<file path="src/rtl/bias_accum_relu_pkg.sv">
// Shared widths and the saturate/ReLU helper for the bias accumulator.
// Lane packing: lane i occupies [w*(i+1)-1 : w*i] of a packed vector.
package bias_accum_relu_pkg;

  localparam int N_LANE_DEF = 16;
  localparam int DATA_W_DEF = 18;
  localparam int ACC_W_DEF  = 24;
  localparam int SAT_W      = 64;

  typedef logic signed [SAT_W-1:0] wide_t;

  function automatic int lane_lo(int lane, int w);
    return lane * w;
  endfunction

  // Clamp to a dw-bit signed range, then optionally zero negatives.
  function automatic wide_t sat_relu(
    wide_t s,
    int    dw,
    logic  relu
  );
    wide_t hi;
    wide_t lo;
    wide_t r;
    hi = (wide_t'(1) <<< (dw - 1)) - wide_t'(1);
    lo = -hi - wide_t'(1);
    if (s > hi)
      r = hi;
    else if (s < lo)
      r = lo;
    else
      r = s;
    if (relu && (r < 0))
      r = '0;
    return r;
  endfunction

endpackage

</file>
<file path="src/rtl/bias_accum_relu_if.sv">
// Partial-sum input stream and result output stream.
// slave = accumulator side, master = producer/consumer side.
interface bias_accum_relu_if
  import bias_accum_relu_pkg::*;
#(
  parameter int N      = N_LANE_DEF,
  parameter int DATA_W = DATA_W_DEF
);

  logic              in_valid;
  logic              in_ready;
  logic [N*DATA_W-1:0] in_data;
  logic              out_valid;
  logic              out_ready;
  logic [N*DATA_W-1:0] out_data;

  modport slave (
    input  in_valid,
    input  in_data,
    input  out_ready,
    output in_ready,
    output out_valid,
    output out_data
  );

  modport master (
    output in_valid,
    output in_data,
    output out_ready,
    input  in_ready,
    input  out_valid,
    input  out_data
  );

endinterface

</file>
<file path="src/rtl/bias_accum_lane.sv">
// One lane: bias-seeded accumulator and the registered sat/ReLU result.
// Control strobes come from the top; this lane holds data state only.
module bias_accum_lane
  import bias_accum_relu_pkg::*;
#(
  parameter int DATA_W  = DATA_W_DEF,
  parameter int ACC_W   = ACC_W_DEF,
  parameter bit RELU_EN = 1'b1
) (
  input  logic                     clk,
  input  logic                     rst,
  input  logic                     en,
  input  logic                     first,
  input  logic                     load,
  input  logic signed [DATA_W-1:0] bias,
  input  logic signed [DATA_W-1:0] din,
  output logic signed [DATA_W-1:0] dout
);

  localparam int EXT = ACC_W - DATA_W;

  logic signed [ACC_W-1:0] acc;
  logic signed [ACC_W-1:0] base;
  logic signed [ACC_W-1:0] sum;

  // Pass 0 starts from the bias instead of the stale accumulator.
  assign base = first ? {{EXT{bias[DATA_W-1]}}, bias} : acc;
  assign sum  = base + {{EXT{din[DATA_W-1]}}, din};

  always_ff @(posedge clk) begin
    if (rst) begin
      acc  <= '0;
      dout <= '0;
    end else begin
      if (en)
        acc <= sum;
      if (load)
        dout <= DATA_W'(sat_relu(SAT_W'(sum), DATA_W, RELU_EN));
    end
  end

endmodule

</file>
<file path="src/rtl/bias_accum_relu.sv">
// Multi-pass lane-parallel bias accumulator with saturation and ReLU.
// Emits one result vector per N_PASS accepted partial-sum vectors.
module bias_accum_relu
  import bias_accum_relu_pkg::*;
#(
  parameter int N_adder_tree = N_LANE_DEF,
  parameter int DATA_W       = DATA_W_DEF,
  parameter int ACC_W        = ACC_W_DEF,
  parameter int N_PASS       = 3,
  parameter bit RELU_EN      = 1'b1,
  localparam int PC_W        = (N_PASS > 1) ? $clog2(N_PASS) : 1
) (
  input  logic                           clk,
  input  logic                           rst,
  input  logic [N_adder_tree*DATA_W-1:0] bias,
  bias_accum_relu_if.slave               io,
  output logic [PC_W-1:0]                pass_cnt
);

  logic last;
  logic first;
  logic fire;
  logic load;
  logic out_v;

  assign last  = (pass_cnt == PC_W'(N_PASS - 1));
  assign first = (pass_cnt == '0);

  // Only the final pass needs a free (or draining) output register.
  assign io.in_ready  = !last || !out_v || io.out_ready;
  assign fire         = io.in_valid && io.in_ready;
  assign load         = fire && last;
  assign io.out_valid = out_v;

  always_ff @(posedge clk) begin
    if (rst) begin
      pass_cnt <= '0;
      out_v    <= 1'b0;
    end else begin
      if (fire)
        pass_cnt <= last ? '0 : pass_cnt + PC_W'(1);
      if (load)
        out_v <= 1'b1;
      else if (io.out_ready)
        out_v <= 1'b0;
    end
  end

  for (genvar i = 0; i < N_adder_tree; i++) begin : g_lane
    bias_accum_lane #(
      .DATA_W  (DATA_W),
      .ACC_W   (ACC_W),
      .RELU_EN (RELU_EN)
    ) u_lane (
      .clk   (clk),
      .rst   (rst),
      .en    (fire),
      .first (first),
      .load  (load),
      .bias  (bias[lane_lo(i, DATA_W) +: DATA_W]),
      .din   (io.in_data[lane_lo(i, DATA_W) +: DATA_W]),
      .dout  (io.out_data[lane_lo(i, DATA_W) +: DATA_W])
    );
  end

endmodule

</file>
<file path="src/flat_wrapper.sv">
// flat-port wrapper written by rule: the top's interface ports become plain ports
module bias_accum_relu_flat import bias_accum_relu_pkg::*;
#(
  parameter int N_adder_tree = N_LANE_DEF,
  parameter int DATA_W       = DATA_W_DEF,
  parameter int ACC_W        = ACC_W_DEF,
  parameter int N_PASS       = 3,
  parameter bit RELU_EN      = 1'b1,
  localparam int PC_W        = (N_PASS > 1) ? $clog2(N_PASS) : 1
)
  (clk, rst, bias, pass_cnt, io_in_valid, io_in_data, io_out_ready, io_in_ready, io_out_valid, io_out_data);
  bias_accum_relu_if #(.N((16)), .DATA_W(DATA_W)) io_i ();
  input  logic clk;
  input  logic rst;
  input  logic [N_adder_tree*DATA_W-1:0] bias;
  output logic [PC_W-1:0] pass_cnt;
  input wire logic [$bits(io_i.in_valid)-1:0] io_in_valid;
  input wire logic [$bits(io_i.in_data)-1:0] io_in_data;
  input wire logic [$bits(io_i.out_ready)-1:0] io_out_ready;
  output wire logic [$bits(io_i.in_ready)-1:0] io_in_ready;
  output wire logic [$bits(io_i.out_valid)-1:0] io_out_valid;
  output wire logic [$bits(io_i.out_data)-1:0] io_out_data;
  assign io_i.in_valid = io_in_valid;
  assign io_i.in_data = io_in_data;
  assign io_i.out_ready = io_out_ready;
  assign io_in_ready = io_i.in_ready;
  assign io_out_valid = io_i.out_valid;
  assign io_out_data = io_i.out_data;
  bias_accum_relu #(.N_adder_tree(N_adder_tree), .DATA_W(DATA_W), .ACC_W(ACC_W), .N_PASS(N_PASS), .RELU_EN(RELU_EN)) u_core (.clk(clk), .rst(rst), .bias(bias), .io(io_i), .pass_cnt(pass_cnt));
endmodule
</file>
<file path="config.mk">
export PLATFORM = sky130hd
export DESIGN_NAME = bias_accum_relu_flat
export DESIGN_NICKNAME = d
export VERILOG_FILES = /design/src/rtl/bias_accum_relu_pkg.sv /design/src/rtl/bias_accum_relu_if.sv /design/src/rtl/bias_accum_lane.sv /design/src/rtl/bias_accum_relu.sv /design/src/flat_wrapper.sv
export SDC_FILE = /design/constraint.sdc
export NUM_CORES = 2
export LEC_CHECK = 0
export ABC_CLOCK_PERIOD_IN_PS = 10300
export BUFFER_PORTS_ARGS = -buffer_cell sky130_fd_sc_hd__buf_4
export CELL_PAD_IN_SITES_DETAIL_PLACEMENT = 1
export CELL_PAD_IN_SITES_GLOBAL_PLACEMENT = 1
export CORE_MARGIN = 3
export CORE_UTILIZATION = 40
export DETAILED_ROUTE_END_ITERATION = 8
export GPL_TIMING_DRIVEN = 1
export PLACE_DENSITY = 0.85
export SLEW_MARGIN = 0
export SYNTH_ARGS = -nofsm -noshare
export SYNTH_HDL_FRONTEND = slang
export SYNTH_HIERARCHICAL = 1
export SYNTH_SLANG_ARGS = --single-unit
</file>
<file path="constraint.sdc">
create_clock -name clk -period 10.3 [get_ports clk]
set_clock_uncertainty 0.15 [all_clocks]
set_input_delay 2.575 -clock clk [delete_from_list [all_inputs] [get_ports clk]]
set_output_delay 2.575 -clock clk [all_outputs]
set_load 0.005 [all_outputs]
</file>
# --- Word-level counts from Yosys, hierarchy flattened ---
# Index checks and enable logic that the tools add are counted.
word_totals:
  regBits: 675
  input_bits: 580
  output_inout_bits: 292
  word_cells: 207
op_classes:
  add_sub_neg: 17
  order_cmp: 48
  n_eq_ne: 1
  muxes: 99
  n_reduce_logical: 8
op_table:
  columns: ["cell", "count"]
  rows:
  - ["$mux W64", 64]
  - ["$lt A64 B1 Y1 const B", 16]
  - ["$add A24 B24 Y24", 16]
  - ["$gt A24 B18 Y1 const B", 16]
  - ["$lt A24 B18 Y1 const B", 16]
  - ["$mux W24", 16]
  - ["$mux W18", 16]
  - ["$add A2 B1 Y2 const B", 1]
  - ["$eq A2 B2 Y1 const B", 1]
  - ["$logic_and A1 B1 Y1", 2]
  - ["$logic_not A1 Y1", 2]
  - ["$logic_not A2 Y1", 1]
  - ["$logic_or A1 B1 Y1", 2]
  - ["$mux W1", 2]
  - ["$mux W2", 1]
  - ["$reduce_bool A2 Y1", 1]

# --- Logic depth before layout (Yosys ltp) ---
depth:
  ltp_word: 10
  ltp_mapped: 21
  mapped_depth_nobuf: 18

# --- Hierarchy ---
# Netlist, hierarchy kept.
by_module_without_submodules:
  columns: ["module", "n_inst", "cells_per_inst", "area_each_um2", "seq_area_each_um2"]
  rows:
  - ["bias_accum_lane (u_core.g_lane[10].u_lane ...)", 11, 382, 3228.1, 840.8]
  - ["bias_accum_lane (u_core.g_lane[9].u_lane)", 1, 391, 3201.8, 840.8]
  - ["bias_accum_lane (u_core.g_lane[13].u_lane)", 1, 375, 3186.8, 840.8]
  - ["bias_accum_lane (u_core.g_lane[14].u_lane)", 1, 375, 3118.0, 840.8]
  - ["bias_accum_lane (u_core.g_lane[7].u_lane)", 1, 375, 3110.5, 840.8]
  - ["bias_accum_lane (u_core.g_lane[0].u_lane)", 1, 341, 3095.5, 840.8]
  - ["bias_accum_relu", 1, 17, 153.9, 60.1]

# --- Worst setup path after synthesis ---
# No wires, ideal clock.
synth_timing:
  path_type: "in2reg"
  from: "input port bias[162]"
  to: "register u_core.g_lane[9].u_lane.dout[13]"
  setup_time_ns: 0.088
  arrival_ns: 6.578
  setup_slack_ns: 3.484
  path_stages: 16
  path_buffers: 1
  cell_sequence: "mux2_2 > ha_1 > fa_1 > a21oi_1 > o22ai_1 > o211ai_1 > nor4_1 > nor4_1 > xor2_1 > nor2_1 > or4b_1 > ha_1 > nor3b_1 > clkbuf_1 > nand2_1 > a311oi_2"
synth_between:
  elab_chain_cells: 9
synth_rtl:
  columns: ["element", "line", "text"]
  rows:
  - ["start, declared", "flat_wrapper.sv:15", "input logic [N_adder_tree*DATA_W-1:0] bias;"]
  - ["$mux W24 *", "bias_accum_lane.sv:27", "assign base = first ? {{EXT{bias[DATA_W-1]}}, bias} : acc;"]
  - ["$add A24 B24 Y24 *", "bias_accum_lane.sv:28", "assign sum = base + {{EXT{din[DATA_W-1]}}, din};"]
  - ["$lt A24 B18 Y1", "bias_accum_relu_pkg.sv:29", "else if (s < lo)"]
  - ["$mux W64", "bias_accum_relu_pkg.sv:29", null]
  - ["$mux W64 *", "bias_accum_relu_pkg.sv:27", "if (s > hi)"]
  - ["$mux W64 *", "bias_accum_lane.sv:37", "if (load)"]
  - ["$mux W64 *", "bias_accum_lane.sv:31", "if (rst) begin"]
  - ["$lt A64 B1 Y1", "bias_accum_relu_pkg.sv:33", "if (relu && (r < 0))"]
  - ["$mux W18 *", "bias_accum_relu_pkg.sv:33", null]
  - ["end signal, assigned", "bias_accum_lane.sv:38", "dout <= DATA_W'(sat_relu(SAT_W'(sum), DATA_W, RELU_EN));"]
  - ["end, declared", "bias_accum_lane.sv:17", "output logic signed [DATA_W-1:0] dout"]
# Mark *: on every way between the ends. The rest lies on a longest branch, timed or not. The select of a mux whose other input is x is not followed.
# A chain may end at the register's enable or synchronous reset.

# --- Worst setup path in the final report ---
layout_timing:
  from: "input port bias[162]"
  to: "register u_core.g_lane[9].u_lane.dout[0]"
# Same word-level chain as after synthesis.

==> summary.txt <==
Placed design
  • Routability cong.: 0.9429
  • DP Area: slightly below 0.06 mm²
  • IO Port Bufs: 871
  • Placed Cells incl. Taps: 8230
  • HPWL Detailed: between 150 and 200 mm

Worst hold path
  • Hold Crit Endpoint: u_core/g_lane[4].u_lane/acc[23]
  • HP Class: reg -> reg
  • Hold Crit Depth: 2
  • Min-delay src: u_core/g_lane[4].u_lane/acc[23]

Yosys
  • Mean area per synthesized cell: 8.455 µm²
  • Yosys warns: 6
  • Post-synth top flop: dfxtp_1
  • Mapped Area: 0.05138 mm²
  • Gate count of the mapped netlist: approximately 6100
  • Fraction of registers with async set/reset: 0%
  • Area contributors post-synth: dfxtp_1 26%, ha_1 9.4%, mux2i_1 6.9%
  • Cell with the most instances after synthesis: nor2_1
  • Distinct cells, synth: about 110
  • Share of the synthesized area in the top cell type: 26.30%
  • Register area share after synthesis: between 20% and 30%
  • Mapped Nets: roughly 7100
  • Synth area leader: dfxtp_1
  • #FFs+latches synth: between 600 and 700
  • Post-synth EDFFs: 0
  • Synth cell count leaders: 681 x nor2_1, 675 x dfxtp_1, 489 x a21oi_1, 384 x ha_1, 383 x nand2_1

Global routing
  • Initial antenna violation count: 52
  • First-pass GRT wire length: 306.6 mm
  • Largest net degree at the start of global routing: 118
  • Grt ovf: 0
  • All-Layer GR Usage: 28.68%
  • Vias in the first global route: 52720

Worst setup path
  • CP Launch Type: primary input
  • Max Fanout on Critical Path: 17
  • Worst R2R Start: u_core/pass_cnt[0]
  • R2R setup slack: 3.69 ns
  • Crit path kind: in -> reg
  • Capturing point of the worst reg2reg path: u_core/g_lane[2].u_lane/dout[3]
  • Crit path required time: 10.72 ns
  • Worst path max stage delay: 1.02 ns
  • R2R depth: 18
  • Setup crit end kind: flip-flop
  • Crit path cell chain: buf_4, mux2_2, ha_1, fa_1, a21oi_1, o221ai_1, a21oi_1, a21oi_1, a211oi_1, nand3_1, or4b_1, ha_1, nor3b_2, nand2_1, a311oi_2
  • Most used cell along the critical path: a21oi_1
  • Worst EP arrival: around 7.7 ns
  • Slowest cell on the critical path: nor3b_2

Clocking
  • Hold_buf cts: 0
  • Cts repair resizes: 0
  • Total CTS buffers: 83
  • Setup bufs post-CTS: 0
  • Reg clk slew, reported paths: 0.06 ns
  • Clk buf depth: 3
  • H-tree depth: 3
  • Root Buffer Master: clkbuf_16
  • Number of clock sinks: between 600 and 700
  • TritonCTS clock tree: done
  • Worst-Skew Late Latency: 0.69 ns

Final layout
  • Number of cells in the finished layout apart from fillers: 8429
  • Cell area after layout: 0.06164 mm²
  • Share of cells above drive strength 1: 21.76%
  • Nets@finish: 7646
  • Area grow syn2layout: 19.97%
  • Filler cells: 15010

Routing
  • Via count: 50980
  • Initial DRC count: 3344
  • Wire length per cell: 23.87 µm
  • DRC: 0
  • Metal-1 WL: 82.92 mm
  • Met3 wire len: 12.60 mm
  • Met2 wire length: around 94 mm
  • Final ANT Viol Nets: 0
  • Initial DRT Pass Iterations: 6
  • Final wirelength: 201.2 mm
  • Top sig layer: met5
  • Vias per cell: 6.048

Timing
  • Min Hold Slack: 0.3036 ns
  • Final Hold Fails: 0
  • Final min period: between 7 and 8 ns
  • Slew Limit Fails: 0
  • Tcrit/Tclk final: 70.51%
  • Final setup violation count: 0
  • Maximum clock rate: 137.7 MHz
  • Final TNS setup: 0 ns
  • RSZ-0062 raised after global routing: false
  • Least-Margin Pin Slew: 1.398 ns
  • Max_slew headroom: 6.465%

Power
  • Power Density: 180.6 mW/mm²
  • Overall Power: between 10 and 15 mW
  • LEAKAGE: 27.27 nW
  • Max rail drop VDD: 0.1333 mV

Floorplan
  • Starting Density: 40.60%
  • Core area: 0.1265 mm²
  • Die Area: 0.1328 mm²
  • Row cnt: 130
  • Die extent in y: 364.4 µm
  • # IOs: 872
  • Die width: around 360 µm

Run status
  • Status: complete, no violations

Flow run
  • Max cap viols: 0
area by class of cell:
type | count | area [µm²] | area share [%]
tap | 1650 | 2064 | 3.350
timing repair buffer | 919 | 7007 | 11.37
inverter | 180 | 675.6 | 1.096
clock inverter | 31 | 454.2 | 0.7369
clock buffer | 124 | 2514 | 4.078
sequential | 675 | 13510 | 21.92
antenna | 43 | 107.6 | 0.1746
multi-input combinational | 4807 | 35300 | 57.27
worst max path at each step:
| stage | startpoint | to | slack [ns] |
|---|---|---|---|
| 2_1_floorplan | bias[162] | u_core/g_lane[9].u_lane/dout[13] | 3.48 |
| 3_3_place_gp | bias[162] | u_core/g_lane[9].u_lane/dout[2] | 2.75 |
| 3_5_place_dp | bias[162] | u_core/g_lane[9].u_lane/dout[0] | 2.50 |
| 4_1_cts | bias[162] | u_core/g_lane[9].u_lane/dout[12] | 3.21 |
| 5_1_grt | bias[36] | u_core/g_lane[2].u_lane/dout[3] | 2.85 |
| 6_report | bias[162] | u_core/g_lane[9].u_lane/dout[0] | 3.04 |
where the power goes:
group	internal, mW	total, mW	switching [mW]
combinational	1.92	4.82	2.90
clock	1.94	3.21	1.27
sequential	2.92	3.10	0.177
layout by cell type, fill, tap and decap left out, drive strengths merged, types with 47 or more instances in the layout:
master  count
dfxtp     675
nand4      78
or4        47
nor2      682
xnor2     201
nor3       76
o211ai     52
nand3     143
a22o       69
mux2      287
a221o     151
xor2       95
a21o      130
a22oi      58
a21oi     497
mux2i     355
and3       51
ha        384
inv       186
a31oi      65
buf       919
o21ai     288
a211oi     73
nor2b      49
clkbuf    124
nand2     384
sequential cells by signal, summed over array words and instances, names as in the netlist:
| register | count |
|---|---|
| u_core/g_lane.u_lane/acc | 384 |
| u_core/pass_cnt | 2 |
| u_core/g_lane.u_lane/dout | 288 |
| u_core/io.out_valid | 1 |
worst max-delay path, delay by kind of cell:
kind / cells / cell delay, ns
AOI/OAI and AO/OA: 6 / 1.82
buffers and inverters: 1 / 0.11
muxes: 1 / 0.26
and+or+nand+nor: 4 / 1.87
adders and majority gates: 3 / 1.03
metal layers:
| metal | vias to the layer above | GRT usage (%) |
|---|---|---|
| met5 | - | 0 |
| met4 | 12 | 16.29 |
| met3 | 487 | 6.012 |
| met2 | 1642 | 47.22 |
| met1 | 25130 | 34.71 |
| li1 | 23710 | - |
per-stage QoR:
| step | setup WS [ns] | util [%] |
|---|---|---|
| detailed placement | 2.503 | 46.27 |
| global route | 2.854 | 48.69 |
| global placement | 2.748 | 46.27 |
| CTS | 3.213 | 48.61 |
| finish | 3.037 | 48.71 |
| floorplan | 3.484 | - |
cells by family after synthesis:
family | count (synthesis) | share of synthesized area [%]
AO/OA/AOI/OAI | 1742 | 24.12
AND/OR/NAND/NOR | 1727 | 16.27
flip-flops | 675 | 26.30
multiplexers | 642 | 13.21
buffers and inverters | 594 | 5.051
adder cells (fa/ha/maj) | 400 | 9.975
XOR/XNOR | 296 | 5.075
(Power assumes the default switching activity.)
